### src/rtl/dac_pattern_pkg.sv
// -----------------------------------------------------------------------------
// dac_pattern_pkg
// Shared types and helpers for the DAC test-pattern generator.
//   mode_e       : runtime pattern selector (RAMP, CONST, TOGGLE, PRBS/reserved)
//   state_e      : run-control states (IDLE, RUN, STOP)
//   PRBS15_*     : polynomial tap mask and width for x^15 + x^14 + 1
//   prbs15_next  : one LFSR step (Fibonacci form, shifts towards the MSB)
// Build option: DAC_PATTERN_PRBS_EN enables the PRBS15 pattern on mode 3; the
// helpers here are harmless when it is left undefined.
// -----------------------------------------------------------------------------
package dac_pattern_pkg;

   typedef enum logic [1:0] {
      MODE_RAMP   = 2'd0,
      MODE_CONST  = 2'd1,
      MODE_TOGGLE = 2'd2,
      MODE_PRBS   = 2'd3
   } mode_e;

   typedef enum logic [1:0] {
      ST_IDLE = 2'd0,
      ST_RUN  = 2'd1,
      ST_STOP = 2'd2
   } state_e;

   localparam int          PRBS15_W    = 15;
   // Feedback taps for x^15 + x^14 + 1: register stages 15 and 14 -> bits 14 and 13.
   localparam logic [14:0] PRBS15_TAPS = 15'h6000;

   function automatic logic [14:0] prbs15_next(input logic [14:0] s);
      return {s[13:0], ^(s & PRBS15_TAPS)};
   endfunction

endpackage

### src/rtl/dac_pattern_lane.sv
// -----------------------------------------------------------------------------
// dac_pattern_lane
// One DAC channel: ramp accumulator, optional PRBS15 LFSR and the registered
// DDR sample pair selected by the captured mode.
// Ports:
//   clk, rst_n   : clock, asynchronous active-low reset
//   from_idle    : generator is idle this cycle; seeds are used as current state
//   beat_en      : a sample pair is produced on this edge
//   mode         : captured pattern mode
//   step         : captured ramp increment
//   const_val    : captured constant for CONST/TOGGLE
//   d1, d2       : registered rising/falling-slot samples (0 when no beat)
// Build option: DAC_PATTERN_PRBS_EN adds the per-lane PRBS15 LFSR (seed
// CH_IDX+1); without it mode 3 outputs zero and no LFSR exists.
// -----------------------------------------------------------------------------
module dac_pattern_lane
   import dac_pattern_pkg::*;
#(
   parameter int              DW        = 16,
   parameter int              CH_IDX    = 0,
   parameter logic [DW-1:0]   CH_OFFSET = 16'h4000
) (
   input  logic          clk,
   input  logic          rst_n,
   input  logic          from_idle,
   input  logic          beat_en,
   input  mode_e         mode,
   input  logic [DW-1:0] step,
   input  logic [DW-1:0] const_val,
   output logic [DW-1:0] d1,
   output logic [DW-1:0] d2
);

   localparam logic [DW-1:0] RAMP_SEED = DW'(CH_IDX * CH_OFFSET);

   logic [DW-1:0] acc_q, acc_d, acc_cur, ramp_d2;
   logic [DW-1:0] d1_q, d1_d, d2_q, d2_d;
   logic [DW-1:0] prbs_d1, prbs_d2;

   // While idle the accumulator is forced to its seed, so a start always
   // begins from CH_IDX*CH_OFFSET regardless of what was held before.
   always_comb begin
      acc_cur = from_idle ? RAMP_SEED : acc_q;
      ramp_d2 = acc_cur + step;
   end

`ifdef DAC_PATTERN_PRBS_EN
   localparam logic [14:0] LFSR_SEED = 15'(CH_IDX + 1);

   logic [14:0] lfsr_q, lfsr_d, lfsr_cur, lfsr_mid;

   // Zero-extend or truncate the 15-bit LFSR state to the sample width.
   function automatic logic [DW-1:0] to_sample(input logic [14:0] s);
      logic [DW+14:0] wide;
      wide = {{DW{1'b0}}, s};
      return wide[DW-1:0];
   endfunction

   always_comb begin
      lfsr_cur = from_idle ? LFSR_SEED : lfsr_q;
      lfsr_mid = prbs15_next(lfsr_cur);
      prbs_d1  = to_sample(lfsr_cur);
      prbs_d2  = to_sample(lfsr_mid);
      lfsr_d   = lfsr_cur;
      // Two samples per cycle, so the LFSR advances twice per beat.
      if (beat_en && mode == MODE_PRBS) begin
         lfsr_d = prbs15_next(lfsr_mid);
      end
   end

   always_ff @(posedge clk or negedge rst_n) begin
      if (!rst_n) begin
         lfsr_q <= LFSR_SEED;
      end else begin
         lfsr_q <= lfsr_d;
      end
   end
`else
   // Mode 3 is reserved: samples are zero.
   assign prbs_d1 = '0;
   assign prbs_d2 = '0;
`endif

   // NOTE: every output of a combinational block gets a default first, so no
   // path leaves it unassigned and no latch is inferred.
   always_comb begin
      acc_d = acc_cur;
      d1_d  = '0;
      d2_d  = '0;
      if (beat_en) begin
         case (mode)
            MODE_RAMP: begin
               d1_d  = acc_cur;
               d2_d  = ramp_d2;
               acc_d = ramp_d2 + step;
            end
            MODE_CONST: begin
               d1_d = const_val;
               d2_d = const_val;
            end
            MODE_TOGGLE: begin
               d1_d = const_val;
               d2_d = ~const_val;
            end
            default: begin
               d1_d = prbs_d1;
               d2_d = prbs_d2;
            end
         endcase
      end
   end

   // NOTE: state is updated with non-blocking assignments so every flop
   // samples the pre-edge values, independent of statement order.
   always_ff @(posedge clk or negedge rst_n) begin
      if (!rst_n) begin
         acc_q <= RAMP_SEED;
         d1_q  <= '0;
         d2_q  <= '0;
      end else begin
         acc_q <= acc_d;
         d1_q  <= d1_d;
         d2_q  <= d2_d;
      end
   end

   assign d1 = d1_q;
   assign d2 = d2_q;

endmodule

### src/rtl/dac_pattern_gen.sv
// -----------------------------------------------------------------------------
// dac_pattern_gen
// Multi-channel DAC test-pattern generator producing DDR sample pairs and a
// frame strobe. Holds the run-control FSM, the frame counter and the per-frame
// configuration capture; one dac_pattern_lane per channel builds the samples.
// Ports:
//   clk, rst_n          : DAC reference clock, asynchronous active-low reset
//   enable              : level-sensitive run request
//   mode                : 0 RAMP, 1 CONST, 2 TOGGLE, 3 PRBS15 or reserved
//   step                : ramp increment per sample
//   const_val           : value for CONST/TOGGLE
//   busy                : high while a frame is being streamed (RUN or STOP)
//   frame_d1, frame_d2  : frame strobe for the rising/falling DDR slot
//   data_d1, data_d2    : channel k in bits [k*DW +: DW]
// Build option: DAC_PATTERN_PRBS_EN turns mode 3 into PRBS15; otherwise mode 3
// is reserved and outputs zero data with a normal frame strobe.
// -----------------------------------------------------------------------------
module dac_pattern_gen
   import dac_pattern_pkg::*;
#(
   parameter int            CHANNELS     = 2,
   parameter int            DW           = 16,
   parameter int            FRAME_CYCLES = 2,
   parameter logic [DW-1:0] CH_OFFSET    = 16'h4000
) (
   input  logic                   clk,
   input  logic                   rst_n,
   input  logic                   enable,
   input  logic [1:0]             mode,
   input  logic [DW-1:0]          step,
   input  logic [DW-1:0]          const_val,
   output logic                   busy,
   output logic                   frame_d1,
   output logic                   frame_d2,
   output logic [CHANNELS*DW-1:0] data_d1,
   output logic [CHANNELS*DW-1:0] data_d2
);

   localparam int             FCW     = (FRAME_CYCLES > 1) ? $clog2(FRAME_CYCLES) : 1;
   localparam logic [FCW-1:0] LAST_FC = FCW'(FRAME_CYCLES - 1);

   state_e         state_q, state_d;
   logic [FCW-1:0] fcnt_q, fcnt_d;
   logic           busy_q, busy_d;
   logic           frame_q, frame_d;
   mode_e          mode_q, mode_d;
   logic [DW-1:0]  step_q, step_d;
   logic [DW-1:0]  cval_q, cval_d;

   logic           beat_en, from_idle, last_fc, cfg_load;

   // fcnt_q is the frame cycle of the beat currently on the outputs; fcnt_d is
   // the frame cycle of the beat produced on this edge.
   always_comb begin
      state_d   = state_q;
      fcnt_d    = fcnt_q;
      beat_en   = 1'b0;
      from_idle = (state_q == ST_IDLE);
      last_fc   = (fcnt_q == LAST_FC);
      case (state_q)
         ST_IDLE: begin
            if (enable) begin
               state_d = ST_RUN;
               fcnt_d  = '0;
               beat_en = 1'b1;
            end
         end
         ST_RUN, ST_STOP: begin
            if (!enable && last_fc) begin
               // Frame complete with no run request: stop cleanly.
               state_d = ST_IDLE;
               fcnt_d  = '0;
            end else begin
               // RUN and STOP stream identically; STOP only records that
               // the stream ends at the frame boundary unless re-enabled.
               state_d = enable ? ST_RUN : ST_STOP;
               fcnt_d  = last_fc ? '0 : fcnt_q + 1'b1;
               beat_en = 1'b1;
            end
         end
         default: state_d = ST_IDLE;
      endcase
   end

   // Configuration is sampled only with the beat that opens a frame.
   always_comb begin
      cfg_load = beat_en && (fcnt_d == '0);
      mode_d   = cfg_load ? mode_e'(mode) : mode_q;
      step_d   = cfg_load ? step          : step_q;
      cval_d   = cfg_load ? const_val     : cval_q;
      busy_d   = (state_d != ST_IDLE);
      frame_d  = cfg_load;
   end

   always_ff @(posedge clk or negedge rst_n) begin
      if (!rst_n) begin
         state_q <= ST_IDLE;
         fcnt_q  <= '0;
         busy_q  <= 1'b0;
         frame_q <= 1'b0;
         mode_q  <= MODE_RAMP;
         step_q  <= '0;
         cval_q  <= '0;
      end else begin
         state_q <= state_d;
         fcnt_q  <= fcnt_d;
         busy_q  <= busy_d;
         frame_q <= frame_d;
         mode_q  <= mode_d;
         step_q  <= step_d;
         cval_q  <= cval_d;
      end
   end

   assign busy     = busy_q;
   assign frame_d1 = frame_q;
   assign frame_d2 = frame_q;

   // Lanes see the configuration that applies to the beat being produced:
   // the live inputs on a frame-opening edge, the captured copy otherwise.
   for (genvar k = 0; k < CHANNELS; k++) begin : g_lane
      dac_pattern_lane #(
         .DW        (DW),
         .CH_IDX    (k),
         .CH_OFFSET (CH_OFFSET)
      ) u_lane (
         .clk       (clk),
         .rst_n     (rst_n),
         .from_idle (from_idle),
         .beat_en   (beat_en),
         .mode      (mode_d),
         .step      (step_d),
         .const_val (cval_d),
         .d1        (data_d1[k*DW +: DW]),
         .d2        (data_d2[k*DW +: DW])
      );
   end

endmodule

### config.mk
export PLATFORM = sky130hd
export DESIGN_NAME = dac_pattern_gen
export DESIGN_NICKNAME = d
export VERILOG_FILES = /design/src/rtl/dac_pattern_pkg.sv /design/src/rtl/dac_pattern_lane.sv /design/src/rtl/dac_pattern_gen.sv
export SDC_FILE = /design/constraint.sdc
export NUM_CORES = 1
export LEC_CHECK = 0
export ABC_AREA = 1
export CAP_MARGIN = 30
export CORE_ASPECT_RATIO = 1.2
export CORE_MARGIN = 4
export CORE_UTILIZATION = 39
export DETAILED_ROUTE_END_ITERATION = 12
export GPL_ROUTABILITY_DRIVEN = 0
export PLACE_DENSITY_LB_ADDON = 0.1
export SKIP_CTS_REPAIR_TIMING = 1
export SLEW_MARGIN = 20
export SYNTH_ARGS = -nofsm -noshare
export SYNTH_HDL_FRONTEND = slang
export SYNTH_SLANG_ARGS = --single-unit
### constraint.sdc
create_clock -name clk -period 7 [get_ports clk]
set_input_delay 1.75 -clock clk [delete_from_list [all_inputs] [get_ports clk]]
set_output_delay 1.75 -clock clk [all_outputs]
set_load 0.02 [all_outputs]
==> results of run 1 <==
[critical path: cells and delay by family]
kind	cells	cell delay, ns
adder cells (fa/ha/maj)	2	0.64
AO/OA/AOI/OAI	5	0.74
AND/OR/NAND/NOR	20	2.48
buffers and inverters	2	0.57
[cell type report]
type                            count  share of cell area
Multi-Input combinational cell    874              0.4450
Sequential cell                   135              0.3080
Timing Repair Buffer              113              0.1027
Inverter                          161             0.05507
Clock buffer                       18             0.04002
Tap cell                          310             0.03535
Clock inverter                     14             0.01380
[metal layers]
layer	routed length, um	global-route usage
met5	0	0
met4	552	0.06745
met3	1389	0.03113
met2	11550	0.3246
met1	12680	0.3026
[stage by stage]
stage | cell area, um2 | hold WS [ns] | instances | util | setup WS [ns]
after CTS | 10970 | 0.5181 | 1625 | 0.4856 | 1.150
after floorplan | 9019 | 0.4834 | 1203 | - | 0.8515
final | 10970 | 0.5140 | 1625 | 0.4856 | 1.147
after global placement | 10350 | 0.5021 | 1592 | 0.4583 | 0.8414
after global routing | 10970 | 0.5431 | 1625 | 0.4856 | 0.6553
after detailed placement | 10380 | 0.5049 | 1593 | 0.4595 | 0.7069
[how the worst max path moves through the flow]
stage | startpoint | to | slack (ns) | cells after the start
2_1_floorplan | enable | g_lane[1].u_lane.acc_q[15] | 0.85 | 33
3_3_place_gp | enable | g_lane[1].u_lane.acc_q[15] | 0.84 | 29
3_5_place_dp | enable | g_lane[1].u_lane.acc_q[15] | 0.71 | 28
4_1_cts | enable | g_lane[1].u_lane.acc_q[15] | 1.15 | 28
5_1_grt | enable | g_lane[1].u_lane.acc_q[15] | 0.66 | 29
6_report | enable | g_lane[1].u_lane.acc_q[15] | 1.15 | 29
[synth_stat cells (all sizes together)]
cell,instances
inv,159
nand3,105
ha,56
nand4,27
clkinv,2
nand2,412
o22ai,4
a211oi,3
clkbuf,21
buf,12
xor2,18
fa,4
a21oi,89
nor3,5
nor2,48
and2,3
nand3b,6
mux2i,16
a31oi,4
o221ai,1
o21bai,4
o21a,3
a21o,4
dfrtp,134
o32ai,1
a221oi,1
o21ai,44
or2,7
dfstp,1
xnor2,9
[cell families (layout without fill, tap and decap cells)]
logic type / count (synthesis) / in the layout / synth area share
multiplexers: 16 / 16 / 0.01776
adder cells (fa/ha/maj): 60 / 60 / 0.08657
flip-flops: 135 / 135 / 0.3747
AND/OR/NAND/NOR: 613 / 613 / 0.3135
buffers and inverters: 194 / 306 / 0.08435
AO/OA/AOI/OAI: 158 / 158 / 0.09684
XOR/XNOR: 27 / 27 / 0.02622
[sequential cells by signal, indices dropped and copies added, names as in the netlist]
signal	cells
g_lane.u_lane.acc_q	32
mode_q	2
busy	1
frame_d1	1
state_q	2
cval_q	16
step_q	16
fcnt_q	1
g_lane.u_lane.d1	32
g_lane.u_lane.d2	32
[cell usage in the layout (no fill, tap or decap), types with 2 or more instances in the layout]
cell type,synthesis,routed
nand3_2,9,9
clkinv_1,2,2
o21ai_0,31,31
o21ai_1,9,9
o22ai_1,4,4
nand2_1,368,368
xor2_1,18,18
inv_2,8,8
nand2_2,37,37
xnor2_1,9,9
and2_1,3,3
a21oi_1,88,88
nor2_1,38,37
o21bai_1,4,4
clkdlybuf4s50_1,0,102
ha_1,56,55
inv_6,0,5
o21ai_2,3,3
clkbuf_16,0,17
fa_1,4,4
a21o_1,4,4
nand4_1,24,24
buf_4,1,9
dfrtp_1,134,134
nand4_4,2,2
inv_1,151,151
clkinvlp_4,0,2
nand3b_1,6,6
a31oi_1,4,4
nand3_1,95,95
mux2i_1,16,16
nor3_1,4,4
nor2_2,9,10
clkinv_4,0,2
inv_8,0,4
or2_1,3,3
o21a_1,3,3
nand2_4,7,7
a211oi_1,3,3
or2_2,3,3
==> out/results.txt, run 1 <==
maxcap violations = 0
largest net degree at the start of global routing = 82
Rows = 60
total clock sinks = 135
DPL Wire Length = 20.13 mm
DIE AREA = 25630 um2
Post-Syn Area = 9019 um2
final hold viol count = 0
period utilisation layout = 0.8361
total iterations of the first detailed-routing run = 5
Starting Density = 0.3991
skew final = 0.009278 ns
Clock Path Buffers = 2
Via Count = 8069
R2R setup slack = 2.02 ns
Diodes inserted = 0
r2r endpoint = g_lane[1].u_lane.acc_q[15]
status = completed
Synth cell types = 50
Critical Path RT = 7.32 ns
Cells after Synth = 1203
filler instances = 2243
Hold Path Depth = 2
RSZ-0062 raised after global routing = false
Setup violations, final = 0
worst-path fanout max = 11
die width = 146.8 um
first-pass GRT wire length = 42.57 mm
min cycle time layout = 5.853 ns
CTS clk-pin slew, worst paths = 0.07 ns
core area = 22600 um2
CTS buffer count = 17
Synth area leader = dfrtp_1
total global routing overflow = 0
relative slew slack = 0.4728
Ports = 104
Residual DRC = 0
Worst Hold Endpoint = cval_q[6]
Setup CP Type = in2reg
critical path launch point type = primary input
Setup crit end kind = flop
WL final = 26.18 mm
cell mode on critical path = nand2_1
Final nets = 1399
Synth top area share = 0.3718
antenna-violating nets left = 0
Worst EP arrival = 6.18 ns
FF-to-FF Start = state_q[0]
Max Freq = 170.9 MHz
CTS tree = yes
min-delay src = cval_q[6]
r2r worst-path depth = 30
Final Max Slew Viols = 0
H-tree depth = 4
Hold Path Class = reg2reg
top cells by area, synth = dfrtp_1 37%, nand2_1 15%, ha_1 7.8%
Die Y-Extent = 174.6 um
vias in the first global route = 7899
slowest stage cell, crit path = clkdlybuf4s50_1
worst skew pair latency = 0.43 ns
WL/cell = 16.11 um
Mapped Nets = 1300
Total GRT Usage = 0.2098
synth warn = 0
Via-to-Cell Ratio = 4.966
P&R area growth vs syn = 21.67%
root buffer cell = clkbuf_16
Iter 0 DRT Violations = 541
register area share after synthesis = 0.3747
register area = 3379 um2
max incr delay on CP = 0.50 ns
initial antenna violation count = 0
Multi-input gate area = 4883 um2
Worst-Margin Slew = 0.7899 ns
Synth Area per Inst = 7.497 um2
Yosys reg bits = 135
layout cells sized above 1 = 0.09886
setup_tns = 0 ns
port buffer count = 103
Power of run 1 is left out: the tool's default activity adds up to more than one toggle a clock period on the data nets, which glitch-free logic cannot reach.
==> run 2, diff against run 1 <==
==> constraint.sdc (replaced) <==
create_clock -name clk -period 5.2 [get_ports clk]
set_input_delay 1.3 -clock clk [delete_from_list [all_inputs] [get_ports clk]]
set_output_delay 1.3 -clock clk [all_outputs]
set_load 0.02 [all_outputs]
==> run 2 against run 1 <==
Compared with the run above:
- design area increased by 9.0%
- count of clock-buffer cells in the layout unchanged
- worst hold slack gained 0.00093 ns
- cell count increased by 7.0%
- utilization increased by 4.4 points
- critical path type unchanged
==> out/results.txt, run 2 (synthesis results as in run 1) <==
initial antenna violation count = 0
filler instances = 2197
Final nets = 1513
Clock Path Buffers = 2
fin util = 0.5295
port buffer count = 103
met2 GRT Util = 0.3569
antenna-violating nets left = 0
skew final = 0.01404 ns
slowest stage cell, crit path = ha_1
Hold Path Class = reg2reg
CTS clk-pin slew, worst paths = 0.07 ns
register area = 3379 um2
Rows = 60
final hold viol count = 0
commonest non-fill, non-tap cells in the layout = 365 x nand2_1, 150 x inv_1, 134 x dfrtp_1
CTS buffer count = 17
relative slew slack = 0.5829
GRT Max-Usage Layer = met2
first-pass GRT wire length = 44.66 mm
most common cell after layout, fill and taps aside = nand2_1
die width = 146.8 um
Starting Density = 0.3991
Worst-Margin Slew = 0.6256 ns
Residual DRC = 0
maxcap violations = 0
Critical Path RT = 5.52 ns
WL final = 28.05 mm
Worst Hold Slack = 0.5149 ns
total clock sinks = 135
Hold Path Depth = 2
worst skew pair latency = 0.43 ns
Worst EP arrival = 4.94 ns
Setup violations, final = 0
DIE AREA = 25630 um2
DPL Wire Length = 21.65 mm
total iterations of the first detailed-routing run = 5
worst-path fanout max = 10
period utilisation layout = 0.8894
total global routing overflow = 0
H-tree depth = 4
dpl ws = -0.1816 ns
Multi-input gate area = 4975 um2
Die Y-Extent = 174.6 um
Setup crit end kind = flop
Ports = 104
Max Freq = 216.2 MHz
P&R area growth vs syn = 32.67%
M1 GR Usage = 0.3096
Diodes inserted = 0
Via Count = 8564
Setup CP Type = in2reg
vias in the first global route = 8376
max incr delay on CP = 0.36 ns
critical path launch point type = primary input
Iter 0 DRT Violations = 444
status = completed
core area = 22600 um2
min cycle time layout = 4.625 ns
Via-to-Cell Ratio = 4.925
r2r worst-path depth = 26
WL/cell = 16.13 um
Final Max Slew Viols = 0
layout cells sized above 1 = 0.1833
Final WS setup = 0.5749 ns
Total GRT Usage = 0.2206
GR Util met3 = 0.03450
RSZ-0062 raised after global routing = false
CTS tree = yes
largest net degree at the start of global routing = 67
root buffer cell = clkbuf_16
## run 2: cell types whose count changed in the layout (fill, tap and decap cells not counted), moves of 3 or more
cell and change:
buf_4 +112, nand2_1 -3, a21oi_2 +3, a21oi_1 -3, nand2_2 +3
## run 2: final cells by class
cell class | instances | area share
flip-flops and latches | 135 | 0.2824
inverters | 161 | 0.05051
repair buffers | 227 | 0.1673
clock inverters | 14 | 0.01569
well taps | 310 | 0.03242
multi-input cells | 874 | 0.4158
clock buffers | 18 | 0.03587
## run 2: through the flow
stage / instance area, um2 / setup TNS, ns / std cells
final: 11970 / 0 / 1739
after detailed placement: 11280 / -0.7848 / 1705
after global placement: 11250 / -0.2268 / 1704
after global routing: 11970 / 0 / 1739
after floorplan: 9074 / -0.008169 / 1203
after CTS: 11900 / 0 / 1737
## run 2: per-layer routing
layer	routed length (um)	vias to the layer above
met2	12720	221
li1	-	4321
met1	13460	3994
met5	0	-
met3	1425	28
met4	450	0
## run 2: path summary, 6_finish.rpt
check | from | to | slack, ns
setup reg to reg | state_q[1] | g_lane[1].u_lane.acc_q[12] | 0.64
setup / recovery | enable | g_lane[1].u_lane.acc_q[12] | 0.57
max in group asynchronous | rst_n | cval_q[9] | 3.28
hold reg to reg | cval_q[2] | cval_q[2] | 0.51
hold / removal | cval_q[2] | cval_q[2] | 0.51
min in group asynchronous | rst_n | state_q[0] | 0.78
## run 2: worst max-delay path, delay by kind of cell
family	cells	cell delay [ns]
simple gates	13	1.11
fa+ha+maj	2	0.71
xor+xnor	1	0.16
buf+inv	9	1.32
compound gates	2	0.33
Power of run 2 is left out for the same reason.
